--- config.mk ---
export PLATFORM = sky130hd
export DESIGN_NAME = uart_rx
export DESIGN_NICKNAME = d
export VERILOG_FILES = /design/src/rtl/uart_rx.sv
export SDC_FILE = /design/constraint.sdc
export NUM_CORES = 1
export LEC_CHECK = 0
export CORE_UTILIZATION = 58
export CTS_BUF_LIST = sky130_fd_sc_hd__clkbuf_8
export DETAILED_ROUTE_END_ITERATION = 8
export PLACE_DENSITY = 0.84
export SLEW_MARGIN = 20
export SYNTH_ARGS = -nofsm -noshare
export SYNTH_HDL_FRONTEND = slang
export SYNTH_SLANG_ARGS = --single-unit
--- constraint.sdc ---
create_clock -name clk -period 2.2 [get_ports clk]
set_input_delay 0.55 -clock clk [delete_from_list [all_inputs] [get_ports clk]]
set_output_delay 0.55 -clock clk [all_outputs]
set_load 0.01 [all_outputs]
--- src/rtl/uart_rx.sv ---
// UART receiver: 16x oversampled, 2-of-3 majority vote per bit,
// optional parity, valid/ack holding register with error flags.
// Ports:
//   clk, reset_n (sync, active-low), s_tick (16x baud pulse)
//   rx (async serial in), rx_ack (consumer took rx_dout)
//   rx_dout, rx_valid, rx_done_tick, frame_err, parity_err,
//   overrun_err, busy
module uart_rx #(
  parameter int DBIT       = 8,
  parameter int SB_TICK    = 16,
  parameter int PARITY_EN  = 0,
  parameter int PARITY_ODD = 0
) (
  input  logic            clk,
  input  logic            reset_n,
  input  logic            s_tick,
  input  logic            rx,
  input  logic            rx_ack,
  output logic [DBIT-1:0] rx_dout,
  output logic            rx_valid,
  output logic            rx_done_tick,
  output logic            frame_err,
  output logic            parity_err,
  output logic            overrun_err,
  output logic            busy
);

  typedef enum logic [2:0] {
    IDLE, START, DATA, PARITY, STOP, WAIT_IDLE
  } state_t;

  localparam logic [4:0] STOP_LO  = 5'(SB_TICK - 9);
  localparam logic [4:0] STOP_END = 5'(SB_TICK - 7);
  localparam logic [2:0] LAST_BIT = 3'(DBIT - 1);
  localparam bit         PEN      = (PARITY_EN != 0);
  localparam logic       ODD      = (PARITY_ODD != 0);

  function automatic logic maj(input logic a, b, c);
    return (a & b) | (a & c) | (b & c);
  endfunction

  state_t          state_q, state_d;
  logic            rx_s1_q, rxs_q;
  logic [4:0]      s_q, s_d;
  logic [2:0]      n_q, n_d;
  logic [DBIT-1:0] b_q, b_d;
  logic [2:0]      smp_q, smp_d;
  logic            par_q, par_d;
  logic [DBIT-1:0] dout_q, dout_d;
  logic            valid_q, valid_d;
  logic            done_q, done_d;
  logic            ferr_q, ferr_d;
  logic            perr_q, perr_d;
  logic            ovr_q, ovr_d;

  logic [4:0] lo;
  logic       vote3, vote_now;
  logic       bit_end, start_glitch, stop_done;

  // Sample window sits mid-bit; the stop bit window is shifted so
  // the frame can finish early and catch a back-to-back start edge.
  assign lo       = (state_q == STOP) ? STOP_LO : 5'd7;
  assign vote3    = maj(smp_q[0], smp_q[1], smp_q[2]);
  // Vote taken on the tick of the third sample itself.
  assign vote_now = maj(smp_q[0], smp_q[1], rxs_q);

  assign bit_end      = s_tick && (s_q == 5'd15);
  assign start_glitch = (state_q == START) && s_tick &&
                        (s_q == 5'd9) && vote_now;
  assign stop_done    = (state_q == STOP) && s_tick &&
                        (s_q == STOP_END);

  always_ff @(posedge clk) begin
    if (!reset_n) begin
      state_q <= IDLE;
      rx_s1_q <= 1'b1;
      rxs_q   <= 1'b1;
      s_q     <= '0;
      n_q     <= '0;
      b_q     <= '0;
      smp_q   <= '0;
      par_q   <= 1'b0;
      dout_q  <= '0;
      valid_q <= 1'b0;
      done_q  <= 1'b0;
      ferr_q  <= 1'b0;
      perr_q  <= 1'b0;
      ovr_q   <= 1'b0;
    end else begin
      state_q <= state_d;
      rx_s1_q <= rx;
      rxs_q   <= rx_s1_q;
      s_q     <= s_d;
      n_q     <= n_d;
      b_q     <= b_d;
      smp_q   <= smp_d;
      par_q   <= par_d;
      dout_q  <= dout_d;
      valid_q <= valid_d;
      done_q  <= done_d;
      ferr_q  <= ferr_d;
      perr_q  <= perr_d;
      ovr_q   <= ovr_d;
    end
  end

  always_comb begin
    state_d = state_q;
    unique case (state_q)
      IDLE:
        if (!rxs_q) state_d = START;
      START:
        if (start_glitch) state_d = IDLE;
        else if (bit_end) state_d = DATA;
      DATA:
        if (bit_end && n_q == LAST_BIT)
          state_d = PEN ? PARITY : STOP;
      PARITY:
        if (bit_end) state_d = STOP;
      STOP:
        if (stop_done)
          state_d = vote_now ? IDLE : WAIT_IDLE;
      WAIT_IDLE:
        if (rxs_q) state_d = IDLE;
      default:
        state_d = IDLE;
    endcase
  end

  always_comb begin
    s_d   = s_q;
    n_d   = n_q;
    b_d   = b_q;
    smp_d = smp_q;
    par_d = par_q;
    if (state_q != IDLE && s_tick) begin
      s_d = s_q + 5'd1;
      if (s_q == lo)         smp_d[0] = rxs_q;
      if (s_q == lo + 5'd1)  smp_d[1] = rxs_q;
      if (s_q == lo + 5'd2)  smp_d[2] = rxs_q;
    end
    unique case (state_q)
      IDLE:
        if (!rxs_q) begin
          s_d   = '0;
          par_d = 1'b0;
        end
      START:
        if (bit_end) begin
          s_d = '0;
          n_d = '0;
        end
      DATA:
        if (bit_end) begin
          s_d = '0;
          b_d = {vote3, b_q[DBIT-1:1]};
          if (n_q != LAST_BIT) n_d = n_q + 3'd1;
        end
      PARITY:
        if (bit_end) begin
          s_d   = '0;
          par_d = ((^b_q) ^ vote3) != ODD;
        end
      default: ;
    endcase
  end

  always_comb begin
    dout_d  = dout_q;
    valid_d = valid_q;
    ferr_d  = ferr_q;
    perr_d  = perr_q;
    ovr_d   = ovr_q;
    done_d  = stop_done;
    if (stop_done) begin
      dout_d  = b_q;
      ferr_d  = ~vote_now;
      perr_d  = par_q;
      valid_d = 1'b1;
      ovr_d   = valid_q & ~rx_ack;
    end else if (rx_ack && valid_q) begin
      valid_d = 1'b0;
      ovr_d   = 1'b0;
    end
  end

  assign rx_dout      = dout_q;
  assign rx_valid     = valid_q;
  assign rx_done_tick = done_q;
  assign frame_err    = ferr_q;
  assign parity_err   = perr_q;
  assign overrun_err  = ovr_q;
  assign busy         = (state_q != IDLE);

endmodule

==> summary.log, run 1 <==
qor: timing.totalNegativeSetupSlack 0 ns
qor: clock_network.cts_root_buffer sky130_fd_sc_hd__clkbuf_8
qor: placement.total_instance_count_after_detailed_placement 269
qor: synth.synth_top_cells_by_area sky130_fd_sc_hd__dfxtp_1, sky130_fd_sc_hd__nand2_1, sky130_fd_sc_hd__a21oi_1
qor: worst_hold_path.worstHoldPathCells 1
qor: layout.stdcell_count 277
qor: critical_path.slowest_stage sky130_fd_sc_hd__clkdlybuf4s50_1
qor: run.cap_viol_max_count 0
qor: global_routing.grt_pass1_wl 6.893 mm
qor: route.drt-initial-drc-count 89
qor: synth.synth_seq_cells 38
qor: global_routing.grt.total_usage 27.14%
qor: critical_path.timing.reg2reg.worst_path_depth 8
qor: clock_network.clock_tree.buffer_depth 2
qor: pwr.power.clock.fraction 40.4%
qor: timing.worst_clock_skew 0.006633 ns
qor: timing.slew_violations 0
qor: critical_path.critPathRequiredTime 1.65 ns
qor: route.postRouteAntennaNets 0
qor: synth.synthDominantCellAreaShare 42.13%
qor: timing.rsz0062_at_grt no
qor: clock_network.cts_post_setup_buffers_inserted 0
qor: floorplan.floorplan.initialDensity 63.29%
qor: pwr.vdd.ir_drop.worst 0.6161 mV
qor: synth.synth.largest_area_cell sky130_fd_sc_hd__dfxtp_1
qor: pwr.leakage 0.8234 nW
qor: critical_path.slowest_delay 0.51 ns
qor: layout.post_route_cells_drive_above_1_share 10.98%
qor: synth.synthMostInstantiatedCell sky130_fd_sc_hd__nand2_1
qor: synth.postSynthAreaPerCell 8.244 µm²
qor: floorplan.die_height 57.80 µm
qor: placement.port_buffers 18
qor: pwr.power_switching_share 22.77%
qor: synth.yosys-top-cells-count sky130_fd_sc_hd__nand2_1, sky130_fd_sc_hd__dfxtp_1, sky130_fd_sc_hd__nor2_1, sky130_fd_sc_hd__a21oi_1, sky130_fd_sc_hd__o21ai_0
qor: timing.setup_viol 0
qor: run_status.outcome finished with violations
qor: pwr.pwr-share-comb 4.1%
qor: route.via_count 1601
qor: global_routing.grt_overflow_total 0
qor: timing.worst_pin_slew 0.3817 ns
qor: pwr.power_frac_seq 55.5%
qor: global_routing.antenna_found_initial 0
qor: clock_network.holdBufCountCts 0
qor: synth.yosysWarnings 0
qor: pwr.p_total 1.247 mW
qor: synth.seq_area_frac_synth 42.13%
qor: critical_path.critPathMaxFanout 5
qor: floorplan.io_pins 19
qor: pwr.internal_power 963.3 µW
qor: pwr.p_sw 284.1 µW
qor: timing.layout_worst_path_cycle_share 96.94%
qor: timing.rel_slew_slack 74.32%
qor: global_routing.number_of_global_route_vias_before_repair 1539
qor: critical_path.timing.critical_path.to_type output pin
qor: layout.antenna_cells 0
qor: route.detail_route.vias_per_cell 5.780
qor: worst_hold_path.worstHoldPathType flip-flop to flip-flop
qor: synth.synth.distinct_cells 47
qor: clock_network.tritoncts_clock_tree built
qor: timing.final_hold_viol_count 0
qor: synth.mappedNetlistArea 1805 µm²
qor: critical_path.critical_path_arrival 1.58 ns
qor: timing.min_period 2.133 ns
qor: clock_network.cts-buffers-inserted 5
qor: layout.final_net_count 256
qor: floorplan.fp.dieArea 3340 µm²
qor: floorplan.fp-row-count 19
qor: route.drt-wirelength-per-cell 14.74 µm
qor: critical_path.crit_path_start_kind flip-flop
qor: layout.layout-area-overhead-vs-synth 20.79%
qor: clock_network.max_h_tree_level 2
qor: clock_network.cts_num_sinks 38
qor: pwr.power_per_cell_area 572.0 nW/µm²
qor: critical_path.crit_chain or3_1 > clkdlybuf4s50_1
qor: run_status.violations DRC
qor: synth.synthArstFlopShare 0%
qor: timing.whs 0.4080 ns
qor: floorplan.fp.coreArea 2853 µm²
qor: clock_network.clock_slew_seen_by_the_registers_of_the_worst_setup_and_hold_paths 0.08 ns
qor: route.dr.pass1.iters 8
qor: global_routing.pin_count_of_the_biggest_net_entering_global_routing 23
qor: critical_path.reg2reg_to state_q[1]
qor: route.drt_drc_violations_left 1
qor: timing.fmax 468.9 MHz
qor: synth.netlist_instances 219
qor: clock_network.post_cts_resized 0
qor: placement.gp_routability_congestion 0.9240
qor: synth.synth_edf_count 0
qor: layout.fillCellCount 219
qor: worst_hold_path.worstHoldEndpoint rxs_q
qor: route.totalWireLength 4.082 mm
qor: critical_path.worstSetupPathType flip-flop to output pin
qor: synth.synth.net_count 230
qor: synth.ys_flop_type sky130_fd_sc_hd__dfxtp_1
qor: critical_path.origin_of_the_critical_flop_to_flop_path s_q[1]
qor: clock_network.clock_insertion_delay_worst_skew 0.29 ns
qor: critical_path.rrSetupSlack 0.19 ns
qor: placement.post_dp_hpwl 2.895 mm
qor: floorplan.die_width 57.80 µm
qor: worst_hold_path.min-delay-start rx_s1_q
-- per-layer routing --
layer | wire (µm) | part of all wire (%) | GRT usage, %
met1 | 1908 | 47 | 34.09
met2 | 1938 | 47 | 46.01
met4 | 68 | 1.7 | 10.20
met3 | 167 | 4.1 | 5.804
met5 | 0 | 0 | 0
-- registers in the layout, indices dropped and copies added, names as in the netlist --
name / cells
b_q: 8
rx_dout: 8
n_q: 3
smp_q: 3
state_q: 3
s_q: 5
rx_done_tick: 1
frame_err: 1
par_q: 1
rx_s1_q: 1
rx_valid: 1
overrun_err: 1
parity_err: 1
rxs_q: 1
-- worst max path at each step --
stage | end | startpoint | depth (start not counted)
global route | busy | state_q[0] | 2
CTS | busy | state_q[0] | 2
global placement | overrun_err | s_tick | 7
floorplan | state_q[1] | s_q[0] | 8
detailed placement | frame_err | s_tick | 7
finish | busy | state_q[0] | 2
-- stage by stage --
stage | worst slack [ns] | cell area [µm²] | utilization, %
finish | 0.06732 | 2181 | 76.45
floorplan | 0.3010 | 1805 | -
CTS | 0.07013 | 2181 | 76.45
global placement | 0.1371 | 2086 | 73.11
detailed placement | -0.01186 | 2086 | 73.11
global route | 0.03932 | 2181 | 76.45
-- cell type report --
type	instances	area, µm²	area share, %
Multi-Input combinational cell	164	977.2	44.81
Sequential cell	38	760.7	34.88
Timing Repair Buffer	31	290.3	13.31
Clock buffer	6	82.58	3.787
Tap cell	31	38.79	1.779
Inverter	5	18.77	0.8606
Clock inverter	2	12.51	0.5737
-- worst max-delay path: cells and delay by family, from the launching register on --
family	cells	cell delay, ns
simple gates	1	0.46
flops	1	0.31
buf+inv	1	0.51
-- logic make-up after synthesis --
group	synth area share, %
simple gates	21.34
compound gates	19.27
flops	42.13
buf+inv	3.741
xor+xnor	5.336
fa+ha+maj	5.336
mux	2.841
-- power by group through the flow --
stage | sequential [mW] | combinational [mW] | clock, mW
after floorplan | 0.708 | 0.0295 | 0
after global placement | 0.708 | 0.0484 | 0
after detailed placement | 0.708 | 0.0500 | 0
after CTS | 0.692 | 0.0504 | 0.508
after global routing | 0.692 | 0.0559 | 0.535
final | 0.692 | 0.0508 | 0.504
-- cell usage in the layout (no fill, tap or decap), drive strengths merged, types with 2 or more instances in the layout --
master / synthesis / layout
a211oi: 3 / 3
a21boi: 5 / 5
a21oi: 18 / 18
a22oi: 3 / 3
a32o: 2 / 2
and2: 2 / 2
and3: 2 / 2
buf: 3 / 13
clkbuf: 9 / 6
clkdlybuf4s50: 0 / 18
dfxtp: 38 / 38
ha: 6 / 6
inv: 5 / 5
maj3: 2 / 2
mux2i: 4 / 4
nand2: 39 / 39
nand2b: 7 / 7
nand3: 2 / 2
nor2: 21 / 21
nor2b: 2 / 2
nor3: 2 / 2
o21ai: 13 / 13
or3: 2 / 2
xnor2: 7 / 7
xor2: 4 / 4
Note: power is estimated with default switching activity, not from simulation.
==> inputs of run 2 (changes only) <==
--- a/config.mk
+++ b/config.mk
@@ -5,6 +5,7 @@
 export SDC_FILE = /design/constraint.sdc
 export NUM_CORES = 1
 export LEC_CHECK = 0
+export CORE_ASPECT_RATIO = 0.5
 export CORE_UTILIZATION = 58
 export CTS_BUF_LIST = sky130_fd_sc_hd__clkbuf_8
 export DETAILED_ROUTE_END_ITERATION = 8
==> run 2 against run 1 <==
Net effect:
- the flow now finishes without violations
- final cell count increased by 2.2%
- combinational power barely moved
- die area grew 0.40%
- utilization rose by 2.2 points
- highest routed layer unchanged
==> summary.log, run 2 (synthesis gave the netlist of run 1 again) <==
qor: run_status.outcome complete, no violations
qor: clock_network.cts_root_buffer sky130_fd_sc_hd__clkbuf_8
qor: pwr.power_per_cell_area 576.7 nW/µm² [+0.83%]
qor: pwr.p_sw 291.4 µW [+2.6%]
qor: clock_network.holdBufCountCts 0 [unchanged]
qor: route.totalWireLength 4.076 mm [-0.15%]
qor: clock_network.cts-buffers-inserted 5 [unchanged]
qor: layout.fillCellCount 201 [-8.2%]
qor: clock_network.max_h_tree_level 2 [unchanged]
qor: layout.post_route_cells_drive_above_1_share 10.98% [unchanged]
qor: global_routing.grt_pass1_wl 7.044 mm [+2.2%]
qor: route.drt_drc_violations_left 0 [-1]
qor: timing.whs 0.4132 ns [+0.005210 ns]
qor: placement.gp_routability_congestion 0.8677 [-6.1%]
qor: timing.totalNegativeSetupSlack 0 ns [unchanged]
qor: timing.worst_clock_skew 0.009041 ns [+0.002408 ns]
qor: worst_hold_path.worstHoldPathType flip-flop to flip-flop
qor: route.drt-initial-drc-count 125 [+40%]
qor: pwr.vdd.ir_drop.worst 0.3572 mV [-42%]
qor: timing.worst_pin_slew 0.3100 ns [-0.07168 ns]
qor: pwr.p_total 1.255 mW [+0.59%]
qor: layout.final_net_count 256 [unchanged]
qor: route.dr.pass1.iters 4 [-4]
qor: clock_network.post_cts_resized 0 [unchanged]
qor: placement.post_dp_hpwl 2.782 mm [-3.9%]
qor: clock_network.clock_insertion_delay_worst_skew 0.30 ns [about the same]
qor: floorplan.floorplan.initialDensity 65.29% [+2.0 points]
qor: clock_network.clock_tree.buffer_depth 2 [unchanged]
qor: layout.multiInputGateArea 977.2 µm² [unchanged]
qor: layout.finalInstanceArea 2176 µm² [-0.23%]
qor: clock_network.tritoncts_clock_tree built
qor: floorplan.io_pins 19 [unchanged]
qor: timing.fmax 475.5 MHz [+1.4%]
qor: route.postRouteAntennaNets 0 [unchanged]
qor: global_routing.antenna_found_initial 0 [unchanged]
qor: layout.regArea 760.7 µm² [unchanged]
qor: placement.port_buffers 18 [unchanged]
qor: critical_path.critPathMaxFanout 5 [unchanged]
qor: timing.min_period 2.103 ns [-0.02967 ns]
qor: pwr.internal_power 963.4 µW [about the same]
qor: pwr.pwr-share-comb 4.1% [about the same]
qor: layout.most-common-layout-cells sky130_fd_sc_hd__nand2_1, sky130_fd_sc_hd__dfxtp_1, sky130_fd_sc_hd__nor2_1
qor: route.drt-wirelength-per-cell 14.40 µm [-2.3%]
qor: global_routing.grt_overflow_total 0 [unchanged]
qor: critical_path.timing.critical_path.to_type output pin
qor: global_routing.number_of_global_route_vias_before_repair 1533 [-0.39%]
qor: clock_network.cts_post_setup_buffers_inserted 0 [unchanged]
qor: timing.rel_slew_slack 78.80% [+4.5 points]
qor: critical_path.critPathRequiredTime 1.65 ns [about the same]
qor: layout.layout_commonest_cell sky130_fd_sc_hd__nand2_1
qor: timing.final_hold_viol_count 0 [unchanged]
qor: critical_path.crit_path_start_kind flip-flop
qor: critical_path.worstSetupPathType flip-flop to output pin
qor: route.detail_route.vias_per_cell 5.809 [+0.51%]
qor: floorplan.fp.coreArea 2765 µm² [-3.1%]
qor: timing.slew_violations 0 [unchanged]
qor: pwr.power_switching_share 23.22% [+0.45 points]
qor: floorplan.die_width 80.91 µm [+40%]
qor: clock_network.clock_slew_seen_by_the_registers_of_the_worst_setup_and_hold_paths 0.08 ns [about the same]
qor: global_routing.grt.total_usage 28.07% [+0.93 points]
qor: floorplan.fp-row-count 13 [-6]
qor: global_routing.pin_count_of_the_biggest_net_entering_global_routing 23 [unchanged]
qor: timing.setup_viol 0 [unchanged]
qor: floorplan.fp.dieArea 3354 µm² [+0.40%]
qor: placement.dp_slack 0.07251 ns [+0.08437 ns]
qor: clock_network.cts_num_sinks 38 [unchanged]
qor: pwr.leakage 0.8207 nW [-0.32%]
qor: timing.layout_worst_path_cycle_share 95.59% [-1.3 points]
qor: run.cap_viol_max_count 0 [unchanged]
qor: layout.layout-area-overhead-vs-synth 20.51%
qor: pwr.power.clock.fraction 40.8% [+0.4 points]
qor: timing.timing.final.ws_setup 0.09698 ns [+0.02967 ns]
qor: route.via_count 1644 [+2.7%]
qor: pwr.power_frac_seq 55.2% [-0.3 points]
qor: layout.antenna_cells 0 [unchanged]
qor: critical_path.critical_path_arrival 1.55 ns [-0.03 ns]
qor: floorplan.die_height 41.45 µm [-28%]
qor: placement.placed_cell_area 2081 µm² [-0.24%]
qor: timing.rsz0062_at_grt no
## run 2: metal layers
layer	vias to the layer above	part of all wire, %	GRT usage [%]
met5	-	0	0
met4	0	1.6	11.07
met3	9	4.7	8.352
met2	38	48	45.21
met1	798	46	35.26
li1	799	-	-
## run 2: metrics by stage
stage / utilization (%) / cells
2_1_floorplan: - / 219
3_3_place_gp: 75.25 / 275
3_5_place_dp: 75.25 / 275
4_1_cts: 78.69 / 283
5_1_grt: 78.69 / 283
6_report: 78.69 / 283
## run 2: power by group through the flow
stage / Clock (mW) / Combinational, mW / Sequential (mW)
after detailed placement: 0 / 0.0494 / 0.708
after global placement: 0 / 0.0486 / 0.708
after global routing: 0.553 / 0.0559 / 0.693
after floorplan: 0 / 0.0295 / 0.708
after CTS: 0.513 / 0.0502 / 0.692
final: 0.512 / 0.0510 / 0.692
## run 2: worst paths after layout
kind	start	to	slack, ns	cells after the start
setup / recovery	state_q[0]	busy	0.1	2
hold / removal	rx_s1_q	rxs_q	0.41	1
setup reg to reg	s_q[1]	state_q[1]	0.20	8
hold reg to reg	rx_s1_q	rxs_q	0.41	1
## run 2: critical path, cell delays in order, from the launching register on
cell and delay, ns:
sky130_fd_sc_hd__dfxtp_1 0.31, sky130_fd_sc_hd__or3_1 0.44, sky130_fd_sc_hd__clkdlybuf4s50_1 0.51
## run 2: cell type report
cell class,instances,share of cell area [%]
Tap cell,37,2.128
Multi-Input combinational cell,164,44.91
Timing Repair Buffer,31,12.77
Clock buffer,6,3.795
Inverter,5,0.8626
Sequential cell,38,34.96
Clock inverter,2,0.5750
